## src/rtl/mem_pkg.sv

```systemverilog
// ============================================================================
// mem_pkg : shared op encodings, FSM state type and op classification helpers
// Rev 1.0
// ============================================================================
`default_nettype none

package mem_pkg;

    typedef enum logic [3:0] {
        OP_LB  = 4'd0,
        OP_LBU = 4'd1,
        OP_LH  = 4'd2,
        OP_LHU = 4'd3,
        OP_LW  = 4'd4,
        OP_SB  = 4'd5,
        OP_SH  = 4'd6,
        OP_SW  = 4'd7
    } mem_op_e;

    typedef enum logic [0:0] {
        ST_IDLE = 1'b0,
        ST_WAIT = 1'b1
    } state_e;

    function automatic logic is_load(input logic [3:0] op);
        return (op <= 4'd4);
    endfunction

    function automatic logic is_store(input logic [3:0] op);
        return (op >= 4'd5) && (op <= 4'd7);
    endfunction

    function automatic logic misaligned(input logic [3:0] op, input logic [1:0] lo);
        logic r;
        case (op)
            OP_LH, OP_LHU, OP_SH: r = lo[0];
            OP_LW, OP_SW:         r = |lo;
            default:              r = 1'b0;
        endcase
        return r;
    endfunction

endpackage

`default_nettype wire

```

## src/rtl/mem_lane_align.sv

```systemverilog
// ============================================================================
// mem_lane_align : store byte-enable/data replication and load lane extract/extend
// Rev 1.0
// ============================================================================
`default_nettype none

module mem_lane_align
    import mem_pkg::*;
(
    input  logic [3:0]  st_op_i,
    input  logic [1:0]  st_addr_i,
    input  logic [31:0] st_data_i,
    output logic [3:0]  wen_o,
    output logic [31:0] wdata_o,
    input  logic [3:0]  ld_op_i,
    input  logic [1:0]  ld_addr_i,
    input  logic [31:0] rdata_i,
    output logic [31:0] ld_data_o
);

    logic [7:0]  w_byte;
    logic [15:0] w_half;

    always_comb begin
        wen_o   = 4'b0000;
        wdata_o = st_data_i;
        case (st_op_i)
            OP_SB: begin
                wen_o   = 4'b0001 << st_addr_i;
                wdata_o = {4{st_data_i[7:0]}};
            end
            OP_SH: begin
                wen_o   = st_addr_i[1] ? 4'b1100 : 4'b0011;
                wdata_o = {2{st_data_i[15:0]}};
            end
            OP_SW:   wen_o = 4'b1111;
            default: wen_o = 4'b0000;
        endcase
    end

    always_comb begin
        w_byte = rdata_i[{ld_addr_i, 3'b000} +: 8];
        w_half = ld_addr_i[1] ? rdata_i[31:16] : rdata_i[15:0];
        case (ld_op_i)
            OP_LB:   ld_data_o = {{24{w_byte[7]}}, w_byte};
            OP_LBU:  ld_data_o = {24'd0, w_byte};
            OP_LH:   ld_data_o = {{16{w_half[15]}}, w_half};
            OP_LHU:  ld_data_o = {16'd0, w_half};
            default: ld_data_o = rdata_i;
        endcase
    end

endmodule

`default_nettype wire

```

## src/rtl/mem_access.sv

```systemverilog
// ============================================================================
// mem_access : MEM-stage data memory access unit (alignment, errors, load stall)
// Rev 1.0
// ============================================================================
`default_nettype none

module mem_access
    import mem_pkg::*;
#(
    parameter int WAIT_CYCLES = 1,
    parameter int CNT_W       = 4
) (
    input  logic        clk,
    input  logic        rset,
    input  logic        req_valid,
    input  logic [3:0]  mem_op,
    input  logic [31:0] addr_in,
    input  logic [31:0] wdata_in,
    input  logic        flush,
    output logic        data_sram_en,
    output logic [3:0]  data_sram_wen,
    output logic [31:0] data_sram_addr,
    output logic [31:0] data_sram_wdata,
    input  logic [31:0] data_sram_rdata,
    output logic        load_valid,
    output logic [31:0] load_data,
    output logic        adel,
    output logic        ades,
    output logic [31:0] badvaddr,
    output logic        stall_out
);

    localparam logic [CNT_W-1:0] c_wait_cycles = CNT_W'(WAIT_CYCLES);

    state_e           state_q, state_d;
    logic [CNT_W-1:0] cnt_q, cnt_d;
    logic [3:0]       op_q;
    logic [1:0]       alo_q;
    logic             load_valid_q, adel_q, ades_q;
    logic [31:0]      load_data_q, badvaddr_q;

    logic        w_idle_req, w_mis, w_ld_go, w_st_go, w_err, w_done;
    logic [3:0]  w_wen;
    logic [31:0] w_wdata, w_ld_data;

    // rset also gates the request decode so SRAM outputs are quiet while in reset
    assign w_idle_req = rset && (state_q == ST_IDLE) && req_valid && !flush;
    assign w_mis      = misaligned(mem_op, addr_in[1:0]);
    assign w_ld_go    = w_idle_req && is_load(mem_op) && !w_mis;
    assign w_st_go    = w_idle_req && is_store(mem_op) && !w_mis;
    assign w_err      = w_idle_req && w_mis;
    assign w_done     = (state_q == ST_WAIT) && !flush && (cnt_q == c_wait_cycles);

    mem_lane_align u_align (
        .st_op_i   (mem_op),
        .st_addr_i (addr_in[1:0]),
        .st_data_i (wdata_in),
        .wen_o     (w_wen),
        .wdata_o   (w_wdata),
        .ld_op_i   (op_q),
        .ld_addr_i (alo_q),
        .rdata_i   (data_sram_rdata),
        .ld_data_o (w_ld_data)
    );

    always_ff @(posedge clk or negedge rset) begin
        if (!rset) begin
            state_q <= ST_IDLE;
            cnt_q   <= '0;
        end else begin
            state_q <= state_d;
            cnt_q   <= cnt_d;
        end
    end

    always_comb begin
        state_d = state_q;
        cnt_d   = cnt_q;
        case (state_q)
            ST_IDLE: begin
                if (w_ld_go) begin
                    state_d = ST_WAIT;
                    cnt_d   = CNT_W'(1);
                end
            end
            ST_WAIT: begin
                if (flush || w_done) begin
                    state_d = ST_IDLE;
                    cnt_d   = '0;
                end else begin
                    cnt_d = cnt_q + CNT_W'(1);
                end
            end
            default: begin
                state_d = ST_IDLE;
                cnt_d   = '0;
            end
        endcase
    end

    // The final WAIT cycle releases the stall so upstream advances as the result lands
    always_comb begin
        data_sram_en    = w_ld_go || w_st_go;
        data_sram_wen   = w_st_go ? w_wen : 4'b0000;
        data_sram_addr  = data_sram_en ? {addr_in[31:2], 2'b00} : 32'd0;
        data_sram_wdata = w_st_go ? w_wdata : 32'd0;
        stall_out       = !(w_ld_go || ((state_q == ST_WAIT) && (cnt_q != c_wait_cycles)));
    end

    always_ff @(posedge clk or negedge rset) begin
        if (!rset) begin
            op_q         <= 4'd0;
            alo_q        <= 2'd0;
            load_valid_q <= 1'b0;
            load_data_q  <= 32'd0;
            adel_q       <= 1'b0;
            ades_q       <= 1'b0;
            badvaddr_q   <= 32'd0;
        end else begin
            load_valid_q <= w_done;
            adel_q       <= w_err && is_load(mem_op);
            ades_q       <= w_err && is_store(mem_op);
            if (w_ld_go) begin
                op_q  <= mem_op;
                alo_q <= addr_in[1:0];
            end
            if (w_done) begin
                load_data_q <= w_ld_data;
            end
            if (w_err) begin
                badvaddr_q <= addr_in;
            end
        end
    end

    assign load_valid = load_valid_q;
    assign load_data  = load_data_q;
    assign adel       = adel_q;
    assign ades       = ades_q;
    assign badvaddr   = badvaddr_q;

endmodule

`default_nettype wire

```

## config.mk

```make
export PLATFORM = sky130hd
export DESIGN_NAME = mem_access
export DESIGN_NICKNAME = d
export VERILOG_FILES = /design/src/rtl/mem_pkg.sv /design/src/rtl/mem_lane_align.sv /design/src/rtl/mem_access.sv
export SDC_FILE = /design/constraint.sdc
export NUM_CORES = 1
export LEC_CHECK = 0
export BUFFER_PORTS_ARGS = -buffer_cell sky130_fd_sc_hd__buf_2
export CORE_ASPECT_RATIO = 1.4
export CORE_UTILIZATION = 35
export DETAILED_ROUTE_END_ITERATION = 6
export GPL_TIMING_DRIVEN = 0
export PLACE_DENSITY = 0.66
export SYNTH_ARGS = -nofsm -noshare
export SYNTH_HDL_FRONTEND = slang
export SYNTH_HIERARCHICAL = 1
export SYNTH_SLANG_ARGS = --single-unit
```

## constraint.sdc

```tcl
create_clock -name clk -period 2.6 [get_ports clk]
set_input_delay 0.78 -clock clk [delete_from_list [all_inputs] [get_ports clk]]
set_output_delay 0.78 -clock clk [all_outputs]
set_load 0.05 [all_outputs]
```

# ---- Word level (Yosys, flattened, before mapping)
# Index checks and enable logic that the tools add are counted.
# W data, S select, Z words.
dict set report totals {
  ff_bits 78
  out_inout_bits 137
}
dict set report classes {
  addsub 1
  n_lt_le_gt_ge 3
  eq_ne 12
  n_shift 2
  muxes 15
  n_bitwise 1
  reduce_logical 24
}
# operator n
set ops {}
lappend ops {{$pmux W32 S4} 1}
lappend ops {{$mux W32} 2}
lappend ops {{$pmux W32 S2} 1}
lappend ops {{$shiftx A32 B6 Y8} 1}
lappend ops {{$eq A4 B2 Y1 const B} 4}
lappend ops {{$eq A4 B3 Y1 const B} 4}
lappend ops {{$mux W16} 1}
lappend ops {{$mux W4} 4}
lappend ops {{$logic_and A1 B1 Y1} 14}
lappend ops {{$pmux W4 S3} 1}
lappend ops {{$eq A4 B1 Y1 const B} 2}
lappend ops {{$le A4 B3 Y1 const B} 2}
lappend ops {{$pmux W4 S2} 1}
lappend ops {{$add A4 B1 Y4 const B} 1}
lappend ops {{$ge A4 B3 Y1 const B} 1}
lappend ops {{$logic_not A4 Y1} 1}
lappend ops {{$ne A4 B1 Y1 const B} 1}
lappend ops {{$pmux W1 S2} 2}
lappend ops {{$reduce_or A2 Y1} 2}
lappend ops {{$shl A1 B2 Y4 const A} 1}
lappend ops {{$logic_not A1 Y1} 3}
lappend ops {{$logic_or A1 B1 Y1} 3}
lappend ops {{$reduce_or A3 Y1} 1}
lappend ops {{$mux W1} 2}
lappend ops {{2 further kinds} 2}

# ---- Depth between registers and ports, before layout
# Gate-level depths: netlist of the first run.
dict set report depth {
  word_depth 8
  ltp_mapped 8
  depth_no_buf 6
}

# ---- Hierarchy
# The synthesis of the first run kept the hierarchy.
# mod n_inst cells_per_inst area_each_um2 seq_area_each_um2
set by_module_without_submodules {}
lappend by_module_without_submodules {mem_access 1 277 3673.5 1951.9}
lappend by_module_without_submodules {mem_lane_align 1 230 1417.6 0.0}

# ---- Worst setup path before layout of the first run
# OpenSTA, ideal clock, no wires.
dict set report synth_path {
  kind {input to output}
  startpoint {input port rset}
  endpoint {output port stall_out}
  arrival_ps 2501
  path_slack_ps -681
  path_stages 4
  path_cell_list {nor4b_2 > o211ai_1 > clkbuf_1 > a21boi_0}
}
dict set report synth_via {
  elab_chain_cells 7
}
# element line
set synth_lines {}
lappend synth_lines {{start, declared} mem_access.sv:14} ;# input logic rset,
lappend synth_lines {{$logic_and A1 B1 Y1 (3 in series)} mem_access.sv:47} ;# assign w_idle_req = rset && (state_q == ST_IDLE) && req_valid && !flush;
lappend synth_lines {{$logic_and A1 B1 Y1 (2 in series)} mem_access.sv:49} ;# assign w_ld_go = w_idle_req && is_load(mem_op) && !w_mis;
lappend synth_lines {{$logic_or A1 B1 Y1} mem_access.sv:107} ;# stall_out = !(w_ld_go || ((state_q == ST_WAIT) && (cnt_q != c_wait_cycles)));
lappend synth_lines {{$logic_not A1 Y1} mem_access.sv:107}
lappend synth_lines {{end, declared} mem_access.sv:30} ;# output logic stall_out
# No other way between the ends.

# ---- Final worst setup path of the first run
dict set report layout_path {
  startpoint {input port mem_op[3]}
  endpoint {output port data_sram_wdata[10]}
}
dict set report layout_via {
  elab_chain_cells 6
  word_cells_on_any_way 17
  classes_between {2 x order compare; 6 x eq/ne; 3 x mux; 6 x reduce/logical}
}
# element line
set layout_lines {}
lappend layout_lines {{start, declared} mem_access.sv:16} ;# input logic [3:0] mem_op,
lappend layout_lines {{$eq A4 B2 Y1, or another cell as far along} mem_pkg.sv:35} ;# case (op)
lappend layout_lines {{$reduce_or A3 Y1 or $reduce_or A2 Y1 (tied branches)} mem_pkg.sv:35}
lappend layout_lines {{$pmux W1 S2} mem_pkg.sv:35}
lappend layout_lines {{$logic_not A1 Y1} mem_access.sv:50} ;# assign w_st_go = w_idle_req && is_store(mem_op) && !w_mis;
lappend layout_lines {{$logic_and A1 B1 Y1} mem_access.sv:50}
lappend layout_lines {{$mux W32 *} mem_access.sv:106} ;# data_sram_wdata = w_st_go ? w_wdata : 32'd0;
lappend layout_lines {{end, declared} mem_access.sv:23} ;# output logic [31:0] data_sram_wdata,
# Every way passes the cells marked *; elsewhere a longest branch is shown, timed or not.

==> metrics, run 1 <==
worst skew pair latency=0.34 ns; Synth async-reset ratio=100%; syn_area_per_cell=10.0 sq um; global-route wire length before repair=27,200 um; H-Tree Level Count=3; Layout Area Growth over Synthesis=62.5%; drt pass-1 iters=5; RR Startpoint=alo_q[1]$_DFFE_PN0P_; IO buf count=238; largest buffer count on any clock path=2; Rel. slew slack=60.4%; VDD IR-drop max=0.000557 V; Synth Instances=507; Final nets=881; CTS Buf Count=9; CORE AREA=0.0140 sq mm; Synth Flop Type=dfrtp_1; All-Layer GR Usage=23.0%; via count=5,064; cts hold-fix bufs=0; layout cell share with drive strength beyond 1=62.8%; hpwl dp=12,400 um; register area=0.00195 sq mm; Cell Pwr Density=735 mW/mm^2; final worst-path setup slack=-0.408 ns; post-layout min period=3.01 ns; boundary pin count=241; Synth area leaders=dfrtp_1 38%, mux2_2 11%, mux2_4 8.6%; failing checks=setup timing; register bit total from synthesis=78; flop2flop setup slack=0.71 ns; unrepaired setup endpoints after global routing=true; antenna cells=0; die width=104 um; initial antenna violation count=0; Critical Path RT=1.82 ns; die height=145 um; DR iter-0 viols=185; Clock Pin Slew Worst Setup and Hold Paths=0.06 ns; sequential area share after synthesis=38.3%; row cnt=51; Final Non-Filler Cells=965; root buffer cell=clkbuf_16; Worst setup EP type=output pin; post-synthesis instance area=0.00509 sq mm; Min-Delay Path Class=in2async; sequential group share of total power=28.6%; vias in the first global route=5,249; sw frac=44.3%; cell internal pwr=3.39 mW; Yosys top cell area share=38.3%; Worst Clk Skew=0.00893 ns; area of the multi-input gates=0.00307 sq mm; drc violations=0; status=finished, violations left; worst flop-to-flop path endpoint=load_data[5]$_DFFE_PN0P_; gr ovfl total=0; max-cap violations=0; Post-synth top cells=78 x dfrtp_1, 51 x mux2_2, 36 x and3_1; power share of the clock group=22.9%; worst setup path startpoint=mem_op[3]; Slew Limit Fails=0; Leak=4.07 nW; CTS tree=done; critical path startpoint category=input pin; max frequency=332 MHz; Routed WL=17,800 um; Hold Violations, Final=0; crit path kind=in2out; fin crit share=116%; worst reg-to-reg path cell count=7; Antenna Nets Post-Route=0; NetSw=2.69 mW; Synth cell types=56; worst-path fanout max=6; Via density=5.25; dominant cell type by area after synthesis=dfrtp_1; maximum number of pins on one net before global-route repair=55; Setup TNS=-24.33 ns; RePlAce Congestion=0.919; Comb power frac=48.6%; CTS Sinks=78; die footprint=0.0150 sq mm; routed len/inst=18.4 um; most common cell in the netlist=dfrtp_1; Placed Cells=932; EDFF count, synth=0; FILL cells=1,166; Worst Path Arrival=2.23 ns; number of synthesis warnings=6; Core Util, Final=58.9%; # setup viols final=67; Worst-Margin Slew=0.590 ns; Initial Utilization=36.3%
## layer usage
metal	wire, um	track usage (%)
met5	0	0
met4	580	10.4
met3	1240	5.42
met2	9420	42.8
met1	6560	24.8
## area by class of cell
cell class / instances / area share, %
buffer: 51 / 5.82
clock buffer: 9 / 2.72
tap: 185 / 2.80
sequential: 78 / 23.6
timing repair buffer: 256 / 26.1
clock inverter: 7 / 1.24
multi-input combinational: 365 / 37.1
inverter: 14 / 0.635
## registers in the layout, indices dropped and copies added, names as in the netlist
name and count:
adel 1, ades 1, alo_q 2, badvaddr 32, cnt_q 4, load_data 32
load_valid 1, op_q 4, state_q 1
## placed cells by master, fill, tap and decap left out, types with 3 or more instances in the layout
cell       Yosys  routed
buf_8          2      74
buf_12         2       5
dfrtp_1       78      78
nor3b_1        3       3
mux2_2        51      51
buf_2         12     169
a31oi_1        9       9
a21oi_2       12      14
inv_6          0       3
nor2b_1        9       9
and3_2         0       3
a21oi_1       32      30
nand2b_1      14      13
clkbuf_1      14       4
clkbuf_16      0      12
clkbuf_2       3       5
inv_1         13      13
and2_1        33       3
mux2i_1        7       7
mux2_4        29      29
and2_4         0      30
o21ai_0       18      18
buf_6          2      12
nand2_1       35      33
buf_1          3       3
clkbuf_8       0       3
and3_4         0      33
buf_4         13      26
nor2_1        18      18
o31ai_1        6       6
a22o_1         7       7
o22ai_1        9       9
## what timing repair did
| item | 4_1_cts | 5_1_grt |
|---|---|---|
| resized for setup | 257 | 22 |
| pin swaps | 12 | 4 |
| setup buffers | 9 | 4 |
| endpoints found under the setup margin | 68 | 68 |
| cloned | 5 | 1 |
## worst max-delay path by stage
stage                          end  slack, ns
6_report       data_sram_wdata[10]      -0.41
5_1_grt        data_sram_wdata[10]      -0.49
4_1_cts         data_sram_wdata[7]      -0.39
3_5_place_dp    data_sram_addr[17]      -0.88
3_3_place_gp    data_sram_addr[16]      -1.99
2_1_floorplan  data_sram_wdata[10]      -0.11
## critical path, stage by stage
cell,delay [ns]
buf_8,0.10
nor4b_4,0.29
nand2_2,0.11
a31oi_4,0.19
buf_12,0.15
buf_12,0.13
clkbuf_16,0.14
and3_4,0.18
buf_8,0.14
## logic make-up after synthesis
| group | after synthesis | share of synthesized area [%] |
|---|---|---|
| adders and majority gates | 2 | 0.491 |
| xor gates and xnor gates | 1 | 0.172 |
| muxes | 88 | 21.4 |
| other | 1 | 0.0737 |
| DFF | 78 | 38.3 |
| AOI/OAI and AO/OA | 112 | 14.6 |
| and+or+nand+nor | 160 | 17.4 |
| buffers and inverters | 65 | 7.50 |
## power groups by stage
stage | sequential [mW] | clock, mW | combinational, mW
floorplan | 2.82 | 0 | 1.04
global placement | 1.73 | 0 | 2.81
detailed placement | 1.75 | 0 | 2.84
CTS | 1.74 | 1.43 | 2.93
global route | 1.78 | 1.48 | 3.11
finish | 1.74 | 1.39 | 2.95
## through the flow
step | cell area [sq um] | total power [mW] | setup WS (ns) | hold WS, ns
after floorplan | 5350 | 3.86 | -0.106 | 0.484
after global placement | 6770 | 4.54 | -1.99 | 0.484
after detailed placement | 6800 | 4.60 | -0.876 | 0.490
after CTS | 8170 | 6.10 | -0.389 | 0.236
after global routing | 8270 | 6.37 | -0.493 | 0.240
final | 8270 | 6.08 | -0.408 | 0.247
Note: power is estimated with default switching activity, not from simulation.
==> run 2: changes to the inputs <==
--- a/config.mk
+++ b/config.mk
@@ -6,11 +6,13 @@
 export NUM_CORES = 1
 export LEC_CHECK = 0
 export BUFFER_PORTS_ARGS = -buffer_cell sky130_fd_sc_hd__buf_2
+export CELL_PAD_IN_SITES_DETAIL_PLACEMENT = 1
+export CELL_PAD_IN_SITES_GLOBAL_PLACEMENT = 1
 export CORE_ASPECT_RATIO = 1.4
-export CORE_UTILIZATION = 35
+export CORE_UTILIZATION = 31
 export DETAILED_ROUTE_END_ITERATION = 6
 export GPL_TIMING_DRIVEN = 0
-export PLACE_DENSITY = 0.66
+export PLACE_DENSITY_LB_ADDON = 0.1
 export SYNTH_ARGS = -nofsm -noshare
 export SYNTH_HDL_FRONTEND = slang
 export SYNTH_HIERARCHICAL = 1
==> constraint.sdc (replaced) <==
create_clock -name clk -period 2.45 [get_ports clk]
set_input_delay 0.735 -clock clk [delete_from_list [all_inputs] [get_ports clk]]
set_output_delay 0.735 -clock clk [all_outputs]
set_load 0.05 [all_outputs]
==> metrics, run 2 (synthesis results as in run 1) <==
initial antenna violation count=0; cts hold-fix bufs=0; Worst Clk Skew=0.0133 ns; Worst Path Arrival=2.19 ns; All-Layer GR Usage=23.5%; Via density=5.11; vias in the first global route=5,651; post-layout min period=2.93 ns; RePlAce Congestion=0.827; die footprint=0.0169 sq mm; crit path kind=in2out; largest buffer count on any clock path=2; status=finished, violations left; worst flop-to-flop path endpoint=load_data[6]$_DFFE_PN0P_; unrepaired setup endpoints after global routing=true; drt pass-1 iters=4; RR Startpoint=op_q[1]$_DFFE_PN0P_; Final Total Pwr=6.35 mW; flop2flop setup slack=0.53 ns; Antenna Nets Post-Route=0; CTS Sinks=78; worst reg-to-reg path cell count=7; boundary pin count=241; Final nets=886; via count=5,032; Min-Delay Path Class=in2async; final worst-path setup slack=-0.479 ns; Critical Path RT=1.71 ns; Cell Pwr Density=771 mW/mm^2; CORE AREA=0.0161 sq mm; Worst-Margin Slew=0.600 ns; Worst setup EP type=output pin; FILL cells=1,806; die height=154 um; die width=110 um; Routed WL=19,700 um; Slew Limit Fails=0; failing checks=setup timing; drc violations=0; row cnt=55; Clock Pin Slew Worst Setup and Hold Paths=0.07 ns; critical path startpoint category=input pin; hpwl dp=14,100 um; Initial Utilization=31.6%; fin crit share=120%; worst-path fanout max=8; Rel. slew slack=59.8%; max frequency=341 MHz; VDD IR-drop max=0.000567 V; most common cell after layout, fill and taps aside=buf_2; Leak=4.07 nW; maximum number of pins on one net before global-route repair=48; Layout Area Growth over Synthesis=61.8%; worst skew pair latency=0.34 ns; routed len/inst=20.0 um; Hold Violations, Final=0; IO buf count=238; max-cap violations=0; H-Tree Level Count=3; CTS tree=done; root buffer cell=clkbuf_16; gr ovfl total=0; # setup viols final=68; most frequent cells in the layout=170 x buf_2, 77 x dfrtp_1, 64 x buf_8; global-route wire length before repair=30,500 um; antenna cells=0; Core Util, Final=51.2%; DR iter-0 viols=169; CTS Buf Count=9; layout cell share with drive strength beyond 1=63.9%
## run 2: cell types whose count changed in the layout (fill, tap and decap cells not counted), sizes merged
cell      change
buf           +8
bufinv        -2
clkbuf        -3
clkinvlp      +1
inv           +1
## run 2: timing repair
action,in CTS,in global routing
hold endpoints to repair,0,0
setup buffers,14,9
resized for setup,247,29
endpoints found under the setup margin,68,68
gates cloned,4,0
pin swaps,6,11
## run 2: worst max-delay path by stage
stage                          from             endpoint  slack [ns]
final                     mem_op[1]   data_sram_wdata[9]       -0.48
after detailed placement       rset   data_sram_wdata[0]       -1.14
after global routing      mem_op[3]  data_sram_wdata[11]       -0.51
after global placement         rset     data_sram_wen[1]       -2.20
after CTS                 mem_op[2]   data_sram_wdata[5]       -0.45
after floorplan           mem_op[3]  data_sram_wdata[10]       -0.17
## run 2: critical path, stage by stage
cell and delay [ns]:
buf_6 0.12, inv_2 0.06, a311o_1 0.33, a31oi_4 0.20
buf_12 0.14, buf_12 0.13, clkbuf_16 0.14, and3_4 0.18
buf_8 0.14
## run 2: where the power goes
group | switching [mW] | internal [mW]
Sequential | 0.194 | 1.64
Clock | 0.627 | 0.711
Combinational | 2.13 | 1.05
## run 2: final cells by class
| class | count | area [sq um] | area share, % |
|---|---|---|---|
| Buffer | 48 | 420 | 5.10 |
| Clock buffer | 9 | 225 | 2.73 |
| Multi-Input combinational cell | 365 | 3080 | 37.4 |
| Inverter | 14 | 52.6 | 0.638 |
| Timing Repair Buffer | 264 | 2200 | 26.7 |
| Sequential cell | 78 | 1950 | 23.7 |
| Tap cell | 199 | 249 | 3.02 |
| Clock inverter | 7 | 62.6 | 0.760 |
## run 2: stage by stage
stage	setup TNS [ns]	hold WS [ns]	std cells	setup WS [ns]	cell area, sq um
global route	-30.78	0.323	984	-0.508	8240
detailed placement	-73.91	0.490	946	-1.14	6820
floorplan	-9.19	0.439	508	-0.166	5350
global placement	-196.23	0.485	945	-2.20	6790
CTS	-27.39	0.323	980	-0.451	8140
finish	-28.63	0.334	984	-0.479	8240
## run 2: layer usage
metal | part of all wire (%) | global-route usage, % | vias up
li1 | - | - | 2325
met1 | 36 | 25.2 | 2504
met2 | 56 | 44.5 | 171
met3 | 5.5 | 4.83 | 32
met4 | 2.4 | 7.39 | 0
met5 | 0 | 0 | -
==> run 3: changes to the inputs <==
--- a/config.mk
+++ b/config.mk
@@ -5,11 +5,13 @@
 export SDC_FILE = /design/constraint.sdc
 export NUM_CORES = 1
 export LEC_CHECK = 0
+export ABC_AREA = 1
 export BUFFER_PORTS_ARGS = -buffer_cell sky130_fd_sc_hd__buf_2
 export CELL_PAD_IN_SITES_DETAIL_PLACEMENT = 1
 export CELL_PAD_IN_SITES_GLOBAL_PLACEMENT = 1
 export CORE_ASPECT_RATIO = 1.4
-export CORE_UTILIZATION = 31
+export CORE_UTILIZATION = 28
+export CTS_CLUSTER_SIZE = 40
 export DETAILED_ROUTE_END_ITERATION = 6
 export GPL_TIMING_DRIVEN = 0
 export PLACE_DENSITY_LB_ADDON = 0.1
==> metrics, run 3 <==
Buf+Inv Stages, Crit Path=6; Simple-Gate Fraction of Synth Area=41.6%; CTS Sinks=78; largest buffer count on any clock path=2; Final nets=1,204; drc violations=0; # setup viols final=68; Cell Pwr Density=778 mW/mm^2; Antenna Nets Post-Route=0; max frequency=366 MHz; register bit total from synthesis=78; largest family of logic cells by synthesized area=simple AND/OR/NAND/NOR gates; Yosys top cell area share=38.0%; die height=162 um; syn_area_per_cell=6.46 sq um; CTS tree=done; Slew Limit Fails=0; max-cap violations=0; Via density=4.59; vias in the first global route=6,468; worst skew pair latency=0.35 ns; Synth Flop Type=dfrtp_1; boundary pin count=241; Synth area leaders=dfrtp_1 38%, nand2_1 23%, nand3_1 7.9%; Initial Utilization=28.6%; VDD IR-drop max=0.000503 V; Post-synth top cells=308 x nand2_1, 98 x inv_1, 87 x nor2_1; H-Tree Level Count=3; die footprint=0.0189 sq mm; Top delay family on crit path=buffers and inverters; Worst Clk Skew=0.0131 ns; post-synthesis xor/xnor area fraction=0.341%; NetSw=3.49 mW; Rel. slew slack=63.2%; crit path kind=in2out; area of the multi-input gates=0.00303 sq mm; gr ovfl total=0; IO buf count=238; Worst setup EP type=output pin; fin crit share=111%; placed cell area=0.00699 sq mm; worst-path fanout max=6; failing checks=setup timing; FILL cells=2,283; Clock Pin Slew Worst Setup and Hold Paths=0.07 ns; Hold Violations, Final=0; unrepaired setup endpoints after global routing=true; sw frac=50.5%; Synth Area in Adders=0.488%; cell internal pwr=3.43 mW; fin area=0.00889 sq mm; status=finished, violations left; mux contribution to synthesized area=0%; Routed WL=22,400 um; drt pass-1 iters=4; dominant cell type by area after synthesis=dfrtp_1; CP max stage delay=0.21 ns; cts hold-fix bufs=0; CTS Buf Count=9; sequential area share after synthesis=38.0%; die width=116 um; EDFF count, synth=0; routed len/inst=16.7 um; Critical Path RT=1.71 ns; post-synthesis instance area=0.00513 sq mm; register area=0.00195 sq mm; root buffer cell=clkbuf_16; Worst-Margin Slew=0.552 ns; RR Startpoint=alo_q[1]$_DFFE_PN0P_; Worst Path Arrival=1.99 ns; Leak=4.97 nW; hpwl dp=15,000 um; most frequent cells in the layout=298 x nand2_1, 172 x buf_2, 78 x inv_1, 78 x dfrtp_1, 74 x nand3_1; Synth Instances=794; maximum number of pins on one net before global-route repair=29; number of synthesis warnings=6; power share of the clock group=20.5%; Core Util, Final=49.6%; CP cell instances=buf_12 -> nor2_4 -> nor2_4 -> buf_6 -> o211ai_4 -> buf_12 -> buf_8 -> buf_16 -> nor2_2 -> buf_6; CORE AREA=0.0179 sq mm; antenna cells=0; DR iter-0 viols=318; worst setup path startpoint=mem_op[0]; RePlAce Congestion=0.832; layout cell share with drive strength beyond 1=43.4%; initial antenna violation count=0; Synth async-reset ratio=100%; compound-cell area share of the yosys netlist=5.49%; via count=6,165; critical path startpoint category=input pin; most common cell in the netlist=nand2_1; post-layout min period=2.73 ns; most common cell after layout, fill and taps aside=nand2_1; Synth cell types=25; Min-Delay Path Class=in2async; critical path's slowest cell=o211ai_4; final worst-path setup slack=-0.279 ns; global-route wire length before repair=34,000 um; Comb power frac=51.5%; row cnt=58; Layout Area Growth over Synthesis=73.3%; sequential group share of total power=28.0%; All-Layer GR Usage=23.7%
==> run 3: cell count changes in the layout (fill, tap and decap cells not counted), moves of 30 or more <==
cell,before,now
nand3_1,1,74
buf_6,23,62
nor2_4,0,63
and2_4,30,0
inv_1,13,78
buf_8,64,24
nand2_1,32,298
mux2_2,51,0
==> run 3: final timing paths <==
kind                                                  end  slack [ns]  cells after the start
worst max-delay path                   data_sram_addr[22]       -0.28                     10
min in group clk                 load_data[6]$_DFFE_PN0P_        0.47                      2
max in group asynchronous            cnt_q[1]$_DFFE_PN0P_        1.54                      3
worst min-delay path             load_data[9]$_DFFE_PN0P_        0.31                      1
worst min register to register   load_data[6]$_DFFE_PN0P_        0.47                      2
worst max register to register  load_data[10]$_DFFE_PN0P_        0.65                     10
==> run 3: per-stage QoR <==
stage                     total power, mW  TNS [ns]  std cells  hold slack [ns]  setup slack (ns)
after floorplan                      4.38     -7.63        795            0.439            -0.135
after detailed placement             5.34    -73.30       1274            0.461             -1.17
after global placement               5.29   -181.03       1273            0.454             -2.04
after CTS                            6.94    -13.27       1342            0.302            -0.230
final                                6.92    -13.03       1343            0.311            -0.279
after global routing                 7.34    -15.27       1343            0.296            -0.293
==> run 3: timing repair <==
action	4_1_cts	5_1_grt
gates resized for setup	225	89
pin swaps	18	33
gates cloned	8	3
setup endpoints to repair	68	69
hold endpoints to repair	0	0
buffers inserted	44	8
==> run 3: power by group through the flow <==
stage	registers (mW)	clock network [mW]	logic, mW
after floorplan	3.33	0	1.05
after detailed placement	1.96	0	3.38
final	1.93	1.42	3.56
after global routing	2.00	1.51	3.84
after global placement	1.94	0	3.35
after CTS	1.94	1.46	3.54
==> run 3: cells by family (layout without fill, tap and decap cells) <==
family,Yosys count,count (layout)
AND/OR/NAND/NOR,507,507
buffers and inverters,151,459
flip-flops,78,78
AO/OA/AOI/OAI,53,53
adder cells (fa/ha/maj),2,2
XOR/XNOR,2,2
other,1,2
==> run 3: layer usage <==
layer | part of all wire, % | routed length [um] | GRT usage [%] | vias up
met3 | 5.3 | 1200 | 5.93 | 32
met5 | 0 | 0 | 0 | -
met4 | 3.0 | 672 | 8.33 | 0
met2 | 55 | 12400 | 45.3 | 198
li1 | - | - | - | 3007
met1 | 36 | 8130 | 24.3 | 2928
==> run 3: cell type report <==
class / count / area share (%)
Multi-Input combinational cell: 566 / 34.1
Timing Repair Buffer: 296 / 28.6
Tap cell: 240 / 3.38
Inverter: 104 / 4.70
Buffer: 43 / 3.95
Clock buffer: 9 / 2.53
Clock inverter: 7 / 0.872
Sequential cell: 78 / 21.9
